[src/rtl/uart_mutex_requester_pkg.sv]
// Shared constants, operation words and FSM state encoding for the UART mutex requester.
package uart_mutex_pkg;

    localparam logic [15:0] START_BASE = 16'hFBFF;
    localparam logic [15:0] STOP_WORD  = 16'hFB00;
    localparam logic [15:0] IDLE_WORD  = 16'h0000;
    localparam logic [7:0]  DATA_TAG   = 8'h01;
    localparam logic [1:0]  LOCK_NODE0 = 2'b00;
    localparam logic [1:0]  LOCK_NODE1 = 2'b01;
    localparam logic [1:0]  LOCK_FREE  = 2'b11;
    localparam logic [7:0]  IRQ_BYTE   = 8'h4E;

    typedef enum logic [1:0] {
        ST_IDLE,
        ST_REQUEST,
        ST_OWNED,
        ST_RELEASE
    } state_t;

    function automatic logic [15:0] request_word(input logic [3:0] prio);
        return START_BASE ^ {12'h000, prio};
    endfunction

endpackage

[src/rtl/uart_mutex_requester_if.sv]
// Host and arbiter-facing signals of the requester; master is the requester, slave its environment.
interface uart_mutex_requester_if;
    logic        req_valid;
    logic [3:0]  req_prio;
    logic        release_req;
    logic        tx_valid;
    logic [7:0]  tx_data;
    logic        tx_ready;
    logic [15:0] op_out;
    logic [1:0]  lock_state;
    logic [15:0] sync_in;
    logic        irq_in;
    logic        granted;
    logic        rx_valid;
    logic [7:0]  rx_data;
    logic        irq_out;
    logic        err;

    modport master (
        input  req_valid, req_prio, release_req, tx_valid, tx_data, lock_state, sync_in, irq_in,
        output tx_ready, op_out, granted, rx_valid, rx_data, irq_out, err
    );

    modport slave (
        output req_valid, req_prio, release_req, tx_valid, tx_data, lock_state, sync_in, irq_in,
        input  tx_ready, op_out, granted, rx_valid, rx_data, irq_out, err
    );
endinterface

[src/rtl/uart_mutex_requester_ctr.sv]
// Abort timer: counts while enabled, tc is high in the enabled cycle where the count is LIMIT-1.
module mutex_timeout_ctr #(
    parameter int  LIMIT = 1024,
    localparam int W     = (LIMIT > 1) ? $clog2(LIMIT) : 1
) (
    input  logic clk,
    input  logic rst,
    input  logic clear,
    input  logic enable,
    output logic tc
);
    localparam logic [W-1:0] LAST = W'(LIMIT - 1);

    logic [W-1:0] count;

    always_ff @(posedge clk or posedge rst) begin
        if (rst) begin
            count <= '0;
        end else if (clear) begin
            count <= '0;
        end else if (enable) begin
            count <= count + W'(1);
        end
    end

    assign tc = enable && (count == LAST);
endmodule

[src/rtl/uart_mutex_requester.sv]
// Requester side of a two-node UART mutex: acquires the arbiter lock, forwards host bytes, returns tagged replies.
// All outputs registered; at most one host byte per two cycles, replies surface two cycles after their data word.
module uart_mutex_requester
    import uart_mutex_pkg::*;
#(
    parameter int NODE_ID       = 0,
    parameter int GRANT_TIMEOUT = 1024
) (
    input  logic                   clk,
    input  logic                   rst,
    uart_mutex_requester_if.master bus
);
    localparam logic [1:0] OWN_LOCK = (NODE_ID == 0) ? LOCK_NODE0 : LOCK_NODE1;
    localparam logic [7:0] OWN_TAG  = 8'(NODE_ID + 1);

    state_t      state, next_state;
    logic [3:0]  prio_q, prio_nx;
    logic [15:0] op_q, op_nx;
    logic        granted_q, granted_nx, tx_ready_q, tx_ready_nx;
    logic        rx_valid_q, rx_valid_nx, irq_out_q, irq_out_nx, err_q, err_nx;
    logic [7:0]  rx_data_q, rx_data_nx;
    logic        data_word_q, data_word_nx;
    logic        rx_pend_q, rx_pend_nx;
    logic        rel_pend_q, rel_pend_nx;
    logic        irq_in_q;
    logic        lock_ok, accept, tmr_en, tmr_clr, tmr_tc;

    mutex_timeout_ctr #(.LIMIT(GRANT_TIMEOUT)) u_timer (
        .clk    (clk),
        .rst    (rst),
        .clear  (tmr_clr),
        .enable (tmr_en),
        .tc     (tmr_tc)
    );

    always_comb begin
        next_state   = state;
        prio_nx      = prio_q;
        op_nx        = IDLE_WORD;
        tx_ready_nx  = 1'b0;
        rx_valid_nx  = 1'b0;
        rx_data_nx   = rx_data_q;
        irq_out_nx   = 1'b0;
        err_nx       = 1'b0;
        data_word_nx = 1'b0;
        rx_pend_nx   = 1'b0;
        rel_pend_nx  = 1'b0;
        accept       = 1'b0;
        lock_ok      = (bus.lock_state == OWN_LOCK);
        tmr_en       = (state == ST_REQUEST) || (state == ST_RELEASE);
        tmr_clr      = !tmr_en;

        unique case (state)
            ST_IDLE: begin
                if (bus.req_valid) begin
                    prio_nx    = (bus.req_prio == 4'd0) ? 4'd1 : bus.req_prio;
                    op_nx      = request_word(prio_nx);
                    next_state = ST_REQUEST;
                end
            end
            ST_REQUEST: begin
                if (lock_ok) begin
                    next_state  = ST_OWNED;
                    tx_ready_nx = 1'b1;
                end else if (tmr_tc) begin
                    err_nx     = 1'b1;
                    next_state = ST_IDLE;
                end else begin
                    op_nx = request_word(prio_q);
                end
            end
            ST_OWNED: begin
                if (!lock_ok) begin
                    // Ownership lost: any reply still in flight is dropped.
                    err_nx     = 1'b1;
                    next_state = ST_IDLE;
                end else begin
                    accept      = bus.tx_valid && tx_ready_q;
                    rel_pend_nx = rel_pend_q || bus.release_req;
                    rx_pend_nx  = data_word_q;
                    irq_out_nx  = bus.irq_in && !irq_in_q;
                    if (rx_pend_q && (bus.sync_in[15:8] == OWN_TAG)) begin
                        rx_valid_nx = 1'b1;
                        rx_data_nx  = bus.sync_in[7:0];
                    end
                    if (accept) begin
                        op_nx        = {DATA_TAG, bus.tx_data};
                        data_word_nx = 1'b1;
                    end else if (rel_pend_nx && !data_word_q && !rx_pend_q) begin
                        op_nx       = STOP_WORD;
                        rel_pend_nx = 1'b0;
                        next_state  = ST_RELEASE;
                    end
                    // A pending release stops new bytes so it cannot be deferred forever.
                    tx_ready_nx = (next_state == ST_OWNED) && !accept && !rel_pend_nx;
                end
            end
            ST_RELEASE: begin
                if (bus.lock_state == LOCK_FREE) begin
                    next_state = ST_IDLE;
                end else if (tmr_tc) begin
                    err_nx     = 1'b1;
                    next_state = ST_IDLE;
                end else begin
                    op_nx = STOP_WORD;
                end
            end
            default: next_state = ST_IDLE;
        endcase

        granted_nx = (next_state == ST_OWNED);
    end

    always_ff @(posedge clk or posedge rst) begin
        if (rst) begin
            state       <= ST_IDLE;
            prio_q      <= 4'd1;
            op_q        <= IDLE_WORD;
            granted_q   <= 1'b0;
            tx_ready_q  <= 1'b0;
            rx_valid_q  <= 1'b0;
            rx_data_q   <= 8'h00;
            irq_out_q   <= 1'b0;
            err_q       <= 1'b0;
            data_word_q <= 1'b0;
            rx_pend_q   <= 1'b0;
            rel_pend_q  <= 1'b0;
            irq_in_q    <= 1'b0;
        end else begin
            state       <= next_state;
            prio_q      <= prio_nx;
            op_q        <= op_nx;
            granted_q   <= granted_nx;
            tx_ready_q  <= tx_ready_nx;
            rx_valid_q  <= rx_valid_nx;
            rx_data_q   <= rx_data_nx;
            irq_out_q   <= irq_out_nx;
            err_q       <= err_nx;
            data_word_q <= data_word_nx;
            rx_pend_q   <= rx_pend_nx;
            rel_pend_q  <= rel_pend_nx;
            irq_in_q    <= bus.irq_in;
        end
    end

    assign bus.op_out   = op_q;
    assign bus.granted  = granted_q;
    assign bus.tx_ready = tx_ready_q;
    assign bus.rx_valid = rx_valid_q;
    assign bus.rx_data  = rx_data_q;
    assign bus.irq_out  = irq_out_q;
    assign bus.err      = err_q;
endmodule

[src/flat_wrapper.sv]
// flat-port wrapper written by rule: the top's interface ports become plain ports
module uart_mutex_requester_flat import uart_mutex_pkg::*;
#(
    parameter int NODE_ID       = 0,
    parameter int GRANT_TIMEOUT = 1024
)
  (clk, rst, bus_req_valid, bus_req_prio, bus_release_req, bus_tx_valid, bus_tx_data, bus_lock_state, bus_sync_in, bus_irq_in, bus_tx_ready, bus_op_out, bus_granted, bus_rx_valid, bus_rx_data, bus_irq_out, bus_err);
  uart_mutex_requester_if bus_i ();
  input  logic clk;
  input  logic rst;
  input wire logic [$bits(bus_i.req_valid)-1:0] bus_req_valid;
  input wire logic [$bits(bus_i.req_prio)-1:0] bus_req_prio;
  input wire logic [$bits(bus_i.release_req)-1:0] bus_release_req;
  input wire logic [$bits(bus_i.tx_valid)-1:0] bus_tx_valid;
  input wire logic [$bits(bus_i.tx_data)-1:0] bus_tx_data;
  input wire logic [$bits(bus_i.lock_state)-1:0] bus_lock_state;
  input wire logic [$bits(bus_i.sync_in)-1:0] bus_sync_in;
  input wire logic [$bits(bus_i.irq_in)-1:0] bus_irq_in;
  output wire logic [$bits(bus_i.tx_ready)-1:0] bus_tx_ready;
  output wire logic [$bits(bus_i.op_out)-1:0] bus_op_out;
  output wire logic [$bits(bus_i.granted)-1:0] bus_granted;
  output wire logic [$bits(bus_i.rx_valid)-1:0] bus_rx_valid;
  output wire logic [$bits(bus_i.rx_data)-1:0] bus_rx_data;
  output wire logic [$bits(bus_i.irq_out)-1:0] bus_irq_out;
  output wire logic [$bits(bus_i.err)-1:0] bus_err;
  assign bus_i.req_valid = bus_req_valid;
  assign bus_i.req_prio = bus_req_prio;
  assign bus_i.release_req = bus_release_req;
  assign bus_i.tx_valid = bus_tx_valid;
  assign bus_i.tx_data = bus_tx_data;
  assign bus_i.lock_state = bus_lock_state;
  assign bus_i.sync_in = bus_sync_in;
  assign bus_i.irq_in = bus_irq_in;
  assign bus_tx_ready = bus_i.tx_ready;
  assign bus_op_out = bus_i.op_out;
  assign bus_granted = bus_i.granted;
  assign bus_rx_valid = bus_i.rx_valid;
  assign bus_rx_data = bus_i.rx_data;
  assign bus_irq_out = bus_i.irq_out;
  assign bus_err = bus_i.err;
  uart_mutex_requester #(.NODE_ID(NODE_ID), .GRANT_TIMEOUT(GRANT_TIMEOUT)) u_core (.clk(clk), .rst(rst), .bus(bus_i));
endmodule
[config.mk]
export PLATFORM = sky130hd
export DESIGN_NAME = uart_mutex_requester_flat
export DESIGN_NICKNAME = d
export VERILOG_FILES = /design/src/rtl/uart_mutex_requester_pkg.sv /design/src/rtl/uart_mutex_requester_if.sv /design/src/rtl/uart_mutex_requester_ctr.sv /design/src/rtl/uart_mutex_requester.sv /design/src/flat_wrapper.sv
export SDC_FILE = /design/constraint.sdc
export NUM_CORES = 1
export LEC_CHECK = 0
export CAP_MARGIN = 20
export CORE_UTILIZATION = 35
export DETAILED_ROUTE_END_ITERATION = 12
export GPL_TIMING_DRIVEN = 0
export PLACE_DENSITY = 0.62
export SLEW_MARGIN = 30
export SYNTH_ARGS = -nofsm -noshare
export SYNTH_HDL_FRONTEND = slang
export SYNTH_HIERARCHICAL = 1
export SYNTH_SLANG_ARGS = --single-unit
[constraint.sdc]
create_clock -name clk -period 7.1 [get_ports clk]
set_input_delay 2.13 -clock clk [delete_from_list [all_inputs] [get_ports clk]]
set_output_delay 2.13 -clock clk [all_outputs]
set_load 0.05 [all_outputs]
==> results of run 1 <==
==> logic make-up (layout without fill, tap and decap cells) <==
logic type      after synthesis  after routing  share of synthesized area, %
simple gates                 57             57                         16.22
compound gates               43             43                         15.27
flops                        43             43                         51.34
buf+inv                      21             92                         5.367
mux                          12             12                         6.381
fa+ha+maj                     6              6                         3.578
xor+xnor                      4              4                         1.670
other cells                   1              1                        0.1787
==> placed cells by master, fill, tap and decap left out, drive strengths merged, types with 2 or more instances in the layout <==
master / count
mux2: 11
a21oi: 16
and2: 3
buf: 8
ha: 6
o22ai: 4
xor2: 3
or4: 5
nor3b: 3
dfrtp: 42
or2: 3
clkdlybuf4s50: 63
a2bb2oi: 4
nor3: 4
o21ai: 2
a211oi: 2
inv: 10
nand4: 4
clkbuf: 9
o31ai: 4
o21a: 2
nand2: 17
nor2: 12
==> routing by layer <==
layer,up-vias,global-route usage [%]
met2,51,22.91
met5,-,0
met3,8,2.743
met1,776,22.21
met4,0,7.636
li1,805,-
==> power breakdown <==
part           switching (µW)  internal [µW]
combinational             300            195
sequential               28.1            295
clock                    81.5            114
total                     409            604
==> state kept, by name, summed over array words and instances, names as in the netlist <==
register and flops:
u_core/data_word_q 1, u_core/bus.rx_valid 1, u_core/bus.irq_out 1, u_core/bus.err 1, u_core/state 2, u_core/irq_in_q 1, u_core/u_timer/count 10, u_core/bus.tx_ready 1
u_core/bus.rx_data 8, u_core/bus.op_out 10, u_core/rx_pend_q 1, u_core/rel_pend_q 1, u_core/bus.granted 1, u_core/prio_q 4
==> path summary, 6_finish.rpt <==
| kind | start | to | slack [ns] |
|---|---|---|---|
| min reg2reg | u_core/irq_in_q$_DFF_PP0_ | u_core/bus.irq_out$_DFF_PP0_ | 0.40 |
| min in group asynchronous | rst | u_core/u_timer/count[4]$_DFFE_PP0P_ | 2.16 |
| min | u_core/irq_in_q$_DFF_PP0_ | u_core/bus.irq_out$_DFF_PP0_ | 0.40 |
| max | u_core/bus.op_out[14]$_DFF_PP0_ | bus_op_out[13] | 3.34 |
| max reg2reg | u_core/state[1]$_DFF_PP0_ | u_core/bus.granted$_DFF_PP0_ | 4.35 |
| max in group asynchronous | rst | u_core/bus.irq_out$_DFF_PP0_ | 4.38 |
==> critical path, cell delays in order (launching register included) <==
cell	delay [ns]
dfrtp_1	0.43
buf_4	0.14
clkdlybuf4s50_1	0.78
==> metrics by stage <==
stage,cell area (µm²),std cells
CTS,2937,330
finish,2937,330
global route,2937,330
detailed placement,2819,322
floorplan,2098,187
global placement,2819,322
==> final cells by class <==
| type | instances | area [µm²] |
|---|---|---|
| multi-input combinational | 123 | 908.4 |
| inverter | 10 | 37.54 |
| clock inverter | 2 | 35.03 |
| timing repair buffer | 63 | 630.6 |
| tap | 72 | 90.09 |
| buffer | 11 | 75.07 |
| clock buffer | 6 | 82.58 |
| sequential | 43 | 1077 |
| fill | 499 | 2705 |
==> results.sh, run 1 <==
export IMPL_worstHoldPathCells=1
export IMPL_grt_remaining_overflow=0
export IMPL_finalCritPeriodShare_pct=52.99
export IMPL_finalHoldViolations=0
export IMPL_maxSlewViolCount=0
export IMPL_drc_errors=0
export IMPL_cts_buffers=5
export IMPL_nets=299
export IMPL_post_synth_num_cell_types=45
export IMPL_synth_warnings=6
export IMPL_tritoncts="yes"
export IMPL_ant_nets=0
export IMPL_cts_root_buffer="clkbuf_8"
export IMPL_clk_transition_reported_paths_ns=0.07
export IMPL_wl_met3_um=267
export IMPL_status="completed"
export IMPL_synth_fp_nets=229
export IMPL_htree_levels=2
export IMPL_synth_edff_count=0
export IMPL_hp_class="reg2reg"
export IMPL_fp_row_count=27
export IMPL_fin_crit_ns=3.763
export IMPL_worstPathMaxFanout=6
export IMPL_yosysMostFrequentCell="dfrtp_1"
export IMPL_final_layout_size_suffix_gt1_share_pct=16.28
export IMPL_synth_area_leader_cell="dfrtp_1"
export IMPL_setup_viol=0
export IMPL_ios=65
export IMPL_fin_ws_ns=3.337
export IMPL_vias=1640
export IMPL_cp_data_required_time_ns=4.97
export IMPL_power_density_nw_per_um2=345.0
export IMPL_tightest_slew_ns=0.6743
export IMPL_ff2ff_path_depth=10
export IMPL_fin_worst_skew_ns=0.01031
export IMPL_met1_length_um=2180
export IMPL_post_cts_resized=0
export IMPL_synthFlopType="dfrtp_1"
export IMPL_initial_utilization_pct=37.19
export IMPL_netlist_instances=187
export IMPL_tns_ns=0
export IMPL_routed_wl_um=4530
export IMPL_place_gp_congestion=0.7736
export IMPL_grt_max_degree=34
export IMPL_fmax_mhz=265.8
export IMPL_n_antenna_cell=0
export IMPL_cts_setup_buffers=0
export IMPL_hold_buffers=0
export IMPL_arrival_ns=1.63
export IMPL_synth_avg_cell_area_um2=11.22
export IMPL_antenna_found_initial=0
export IMPL_grt_pass1_vias=1587
export IMPL_met2_length_um=2008
export IMPL_relSlewSlack_pct=54.98
export IMPL_grt_setup_unrepaired="no"
export IMPL_track_usage_pct=15.65
export IMPL_cts_path_max_buffers=2
export IMPL_irDropWorstVdd_uv=196.5
export IMPL_die_width_um=79.43
export IMPL_end_kind="output pin"
export IMPL_dieHeight_um=79.43
export IMPL_dp_hpwl_um=3447
export IMPL_crit_type="reg2out"
export IMPL_die_area_um2=6308
export IMPL_grt_pass1_wl_um=7562
export IMPL_routedWlPerCell_um=13.73
export IMPL_power_uw=1013
export IMPL_syn_to_final_growth_pct=39.95
export IMPL_syn_cell_area_um2=2098
export IMPL_highest_layer="met4"
export IMPL_whs_ns=0.3981
export IMPL_clock_latency_ns=0.30
export IMPL_ys_async_sr_fraction_pct=100.0
export IMPL_drtIter0Drc=51
export IMPL_cp_start_kind="register"
export IMPL_core_area_um2=5642
export IMPL_power_leakage_uw=0.001238
export IMPL_yosysSeqAreaShare_pct=51.34
export IMPL_port_buffers=63
export IMPL_synthTopCellsByArea="dfrtp_1 50%, mux2_2 5.9%, a21oi_1 3.8%"
export IMPL_synth_common_cells="42 x dfrtp_1, 17 x nand2_1, 16 x a21oi_1, 12 x nor2_1, 11 x mux2_2"
export IMPL_maxCapViolations=0
export IMPL_synth_top_area_share_pct=50.09
export IMPL_preCtsSetupSlack_ns=3.259
export IMPL_drt_pass1_iterations=5
export IMPL_viasPerCell=4.970
export IMPL_fin_util_pct=52.05
export IMPL_clkSinkCount=43
export IMPL_synth_seq_cells=43
Power figures use the tool's default switching activity.
==> run 2, diff against run 1 <==
Settings changed: PLACE_DENSITY 0.62 to 0.64.
Clock period 7.1 ns to 3.4 ns, I/O delays scaled along.
==> results.sh, run 2 (synthesized netlist as in run 1, its figures left out) <==
export IMPL_clk_transition_reported_paths_ns=0.08
export IMPL_track_usage_pct=15.34
export IMPL_final_layout_size_suffix_gt1_share_pct=16.28
export IMPL_finalCritPeriodShare_pct=79.70
export IMPL_status="completed"
export IMPL_syn_to_final_growth_pct=39.71
export IMPL_grt_pass1_vias=1607
export IMPL_tritoncts="yes"
export IMPL_antenna_found_initial=0
export IMPL_r2r_start="u_core/state[1]$_DFF_PP0_"
export IMPL_tns_ns=0
export IMPL_drt_pass1_iterations=4
export IMPL_final_common_cell="clkdlybuf4s50_1"
export IMPL_finalHoldViolations=0
export IMPL_power_uw=2091
export IMPL_dp_hpwl_um=3330
export IMPL_place_gp_congestion=0.7584
export IMPL_irDropWorstVdd_uv=379.4
export IMPL_relSlewSlack_pct=54.91
export IMPL_r2r_end="u_core/bus.granted$_DFF_PP0_"
export IMPL_nets=299
export IMPL_ff2ff_path_depth=10
export IMPL_n_antenna_cell=0
export IMPL_grt_setup_unrepaired="no"
export IMPL_maxCapViolations=0
export IMPL_r2r_setup_slack_ns=0.69
export IMPL_cp_start_kind="register"
export IMPL_hp_class="reg2reg"
export IMPL_cts_buffers=5
export IMPL_drtIter0Drc=53
export IMPL_port_buffers=63
export IMPL_dieHeight_um=79.43
export IMPL_ios=65
export IMPL_die_area_um2=6308
export IMPL_grt_pass1_wl_um=7438
export IMPL_clkSinkCount=43
export IMPL_viasPerCell=4.821
export IMPL_htree_levels=2
export IMPL_fin_worst_skew_ns=0.004423
export IMPL_vias=1591
export IMPL_power_leakage_uw=0.001235
export IMPL_post_cts_resized=0
export IMPL_clock_latency_ns=0.29
export IMPL_routed_wl_um=4394
export IMPL_initial_utilization_pct=37.19
export IMPL_routedWlPerCell_um=13.32
export IMPL_crit_type="reg2reg"
export IMPL_hold_buffers=0
export IMPL_worstHoldStart="u_core/irq_in_q$_DFF_PP0_"
export IMPL_cts_path_max_buffers=2
export IMPL_tightest_slew_ns=0.6753
export IMPL_end_kind="register"
export IMPL_drc_errors=0
export IMPL_grt_remaining_overflow=0
export IMPL_setup_viol=0
export IMPL_worstPathMaxFanout=7
export IMPL_worstHoldPathCells=1
export IMPL_arrival_ns=2.91
export IMPL_whs_ns=0.4048
export IMPL_grt_max_degree=34
export IMPL_cts_root_buffer="clkbuf_8"
export IMPL_hold_end="u_core/bus.irq_out$_DFF_PP0_"
export IMPL_ant_nets=0
export IMPL_power_density_nw_per_um2=713.3
export IMPL_cts_setup_buffers=0
export IMPL_die_width_um=79.43
export IMPL_fin_crit_ns=2.710
export IMPL_core_area_um2=5642
export IMPL_maxSlewViolCount=0
export IMPL_cp_data_required_time_ns=3.60
export IMPL_final_cell_mix="63 x clkdlybuf4s50_1, 42 x dfrtp_1, 17 x nand2_1"
export IMPL_nFillCells=500
export IMPL_fmax_mhz=369.0
export IMPL_fp_row_count=27
-- run 2: how the worst max path moves through the flow --
| stage | from | end | slack (ns) |
|---|---|---|---|
| 6_report | u_core/state[1]$_DFF_PP0_ | u_core/bus.granted$_DFF_PP0_ | 0.69 |
| 5_1_grt | u_core/state[1]$_DFF_PP0_ | u_core/bus.granted$_DFF_PP0_ | 0.48 |
| 4_1_cts | u_core/state[1]$_DFF_PP0_ | u_core/bus.granted$_DFF_PP0_ | 0.68 |
| 3_5_place_dp | bus_lock_state[1] | u_core/bus.rx_data[1]$_DFFE_PP0P_ | 0.68 |
| 3_3_place_gp | u_core/state[1]$_DFF_PP0_ | u_core/bus.granted$_DFF_PP0_ | 0.68 |
| 2_1_floorplan | u_core/state[1]$_DFF_PP0_ | u_core/bus.granted$_DFF_PP0_ | 1.10 |
-- run 2: worst max-delay path, stage by stage, from the launching register on --
cell	delay, ns
dfrtp_1	0.44
inv_1	0.16
ha_1	0.30
or2_2	0.16
buf_4	0.15
nand4_1	0.14
nor3_1	0.43
inv_1	0.18
o221ai_2	0.30
a221oi_2	0.13
a211oi_1	0.23
-- run 2: through the flow --
step / setup WS, ns / cells / util, % / area, µm²
global route: 0.4818 / 330 / 51.96 / 2932
finish: 0.6900 / 330 / 51.96 / 2932
floorplan: 1.101 / 187 / - / 2098
CTS: 0.6755 / 330 / 51.96 / 2932
detailed placement: 0.6825 / 322 / 49.97 / 2819
global placement: 0.6830 / 322 / 49.97 / 2819
-- run 2: per-layer routing --
metal	GRT usage (%)	part of all wire, %
met1	21.33	49
met2	23.16	44
met3	4.000	6.1
met4	4.909	1.1
met5	0	0
-- run 2: where the power goes --
part           switching [µW]  total [µW]  internal (µW)  leakage (µW)
logic                     620        1030            408      0.000607
clock network             172         391            219     0.0000581
registers                57.2         672            615      0.000570
-- run 2: area by class of cell --
class                   count  area, µm²  share of cell area, %
clock inverters             3      43.79                  1.494
plain buffers              11      75.07                  2.561
flip-flops and latches     43       1077                  36.75
well taps                  72      90.09                  3.073
clock buffers               5      68.82                  2.347
multi-input cells         123      908.4                  30.99
repair buffers             63      630.6                  21.51
inverters                  10      37.54                  1.280
==> run 3, diff against run 2 <==
Settings changed: PLACE_DENSITY 0.64 to 0.62.
Clock period 3.4 ns to 2.7 ns, I/O delays scaled along.
==> results.sh, run 3 (synthesized netlist as in run 1, its figures left out) <==
export IMPL_routedWlPerCell_um=13.88
export IMPL_ff2ff_path_depth=10
export IMPL_p_sw_share_pct=40.39
export IMPL_setup_viol=0
export IMPL_r2r_end="u_core/bus.granted$_DFF_PP0_"
export IMPL_switchingPower_uw=1077
export IMPL_ios=65
export IMPL_fmax_mhz=393.9
export IMPL_power_leakage_uw=0.001253
export IMPL_clock_latency_ns=0.30
export IMPL_place_gp_congestion=0.7736
export IMPL_worstPathMaxFanout=7
export IMPL_finalCritPeriodShare_pct=94.02
export IMPL_crit_type="reg2reg"
export IMPL_routed_wl_um=4581
export IMPL_grt_setup_unrepaired="no"
export IMPL_cts_path_max_buffers=2
export IMPL_viasPerCell=4.997
export IMPL_r2r_start="u_core/state[1]$_DFF_PP0_"
export IMPL_cp_data_required_time_ns=2.90
export IMPL_hold_end="u_core/bus.irq_out$_DFF_PP0_"
export IMPL_design_area_um2=2950
export IMPL_die_area_um2=6308
export IMPL_place_area_um2=2819
export IMPL_drtIter0Drc=47
export IMPL_preCtsSetupSlack_ns=0.01811
export IMPL_grt_remaining_overflow=0
export IMPL_p_seq_share_pct=31.8
export IMPL_drt_pass1_iterations=4
export IMPL_maxCapViolations=0
export IMPL_final_layout_size_suffix_gt1_share_pct=17.05
export IMPL_grt_pass1_vias=1598
export IMPL_final_cell_mix="63 x clkdlybuf4s50_1, 42 x dfrtp_1, 17 x nand2_1"
export IMPL_r2r_setup_slack_ns=0.16
export IMPL_hp_class="reg2reg"
export IMPL_nets=299
export IMPL_clk_transition_reported_paths_ns=0.08
export IMPL_dp_hpwl_um=3447
export IMPL_antenna_found_initial=0
export IMPL_tritoncts="yes"
export IMPL_die_width_um=79.43
export IMPL_core_area_um2=5642
export IMPL_p_int_uw=1589
export IMPL_clkSinkCount=43
export IMPL_relSlewSlack_pct=55.05
export IMPL_htree_levels=2
export IMPL_finalHoldViolations=0
export IMPL_fin_crit_ns=2.539
export IMPL_status="completed"
export IMPL_worstHoldPathCells=1
export IMPL_final_common_cell="clkdlybuf4s50_1"
export IMPL_worstHoldStart="u_core/irq_in_q$_DFF_PP0_"
export IMPL_grt_pass1_wl_um=7610
export IMPL_fin_worst_skew_ns=0.01039
export IMPL_arrival_ns=2.74
export IMPL_power_density_nw_per_um2=903.7
export IMPL_maxSlewViolCount=0
export IMPL_port_buffers=63
export IMPL_clkPwrFrac_pct=19.3
export IMPL_grt_max_degree=34
export IMPL_pwr_share_comb_pct=48.9
export IMPL_irDropWorstVdd_uv=516.7
export IMPL_fin_ws_ns=0.1614
export IMPL_track_usage_pct=15.75
export IMPL_cts_root_buffer="clkbuf_8"
export IMPL_tightest_slew_ns=0.6732
export IMPL_dieHeight_um=79.43
export IMPL_vias=1649
export IMPL_cts_buffers=5
export IMPL_end_kind="register"
export IMPL_ant_nets=0
export IMPL_initial_utilization_pct=37.19
export IMPL_syn_to_final_growth_pct=40.61
export IMPL_cp_start_kind="register"
export IMPL_fp_row_count=27
export IMPL_drc_errors=0
export IMPL_n_antenna_cell=0
==> run 3: cell count changes in the layout (fill, tap and decap cells not counted), sizes merged <==
cell    change
clkbuf      +1
clkinv      -1
==> run 3: what timing repair did <==
item,in CTS,in global routing
hold buffers,0,0
hold endpoints to repair,0,0
pin swaps,0,1
resized for setup,1,2
gates cloned,0,0
setup buffers,0,0
endpoints found under the setup margin,1,1
==> run 3: worst max-delay path by stage <==
| stage | startpoint | end | slack (ns) | cells past startpoint |
|---|---|---|---|---|
| finish | u_core/state[1]$_DFF_PP0_ | u_core/bus.granted$_DFF_PP0_ | 0.16 | 10 |
| global route | u_core/state[1]$_DFF_PP0_ | u_core/bus.granted$_DFF_PP0_ | 0.006 | 10 |
| CTS | u_core/state[1]$_DFF_PP0_ | u_core/bus.granted$_DFF_PP0_ | 0.08 | 10 |
| detailed placement | u_core/state[1]$_DFF_PP0_ | u_core/bus.granted$_DFF_PP0_ | 0.02 | 10 |
| global placement | u_core/state[1]$_DFF_PP0_ | u_core/bus.granted$_DFF_PP0_ | -0.04 | 10 |
| floorplan | u_core/state[1]$_DFF_PP0_ | u_core/bus.granted$_DFF_PP0_ | 0.40 | 10 |
==> run 3: cell type report <==
cell class	instances	area [µm²]
Fill cell	501	2691
Sequential cell	43	1077
Multi-Input combinational cell	123	922.1
Timing Repair Buffer	63	630.6
Tap cell	72	90.09
Clock buffer	6	82.58
Buffer	11	75.07
Inverter	10	37.54
Clock inverter	2	35.03
==> run 3: power groups by stage <==
stage,Combinational (µW),Clock [µW],Sequential [µW]
4_1_cts,1310,527,851
6_report,1300,513,848
2_1_floorplan,660,0,1110
5_1_grt,1400,546,866
3_3_place_gp,1300,0,859
3_5_place_dp,1300,0,864
==> run 3: worst max-delay path, stage by stage, from the launching register on <==
cell and delay [ns]:
dfrtp_1 0.45, inv_1 0.17, ha_2 0.27, or2_2 0.14, buf_4 0.15, nand4_1 0.21
nor3_4 0.25, inv_1 0.14, o221ai_2 0.28, a221oi_2 0.13, a211oi_1 0.25
==> run 3: per-stage QoR <==
| step | hold WS [ns] | TNS, ns | total power [µW] | instances | utilization, % |
|---|---|---|---|---|---|
| global placement | 0.3875 | -0.04255 | 2157 | 322 | 49.97 |
| finish | 0.3981 | 0 | 2666 | 330 | 52.30 |
| CTS | 0.3999 | 0 | 2686 | 330 | 52.14 |
| floorplan | 0.3833 | 0 | 1769 | 187 | - |
| global route | 0.4293 | 0 | 2810 | 330 | 52.30 |
| detailed placement | 0.3899 | 0 | 2167 | 322 | 49.97 |
==> run 3: layer usage <==
layer  share of wire [%]  wire, µm  GRT usage, %  vias up
li1                    -         -             -      808
met1                  48      2195         22.21      782
met2                  45      2049         23.25       52
met3                 5.5       251         2.743        7
met4                 1.8        84         7.636        0
met5                   0         0             0        -
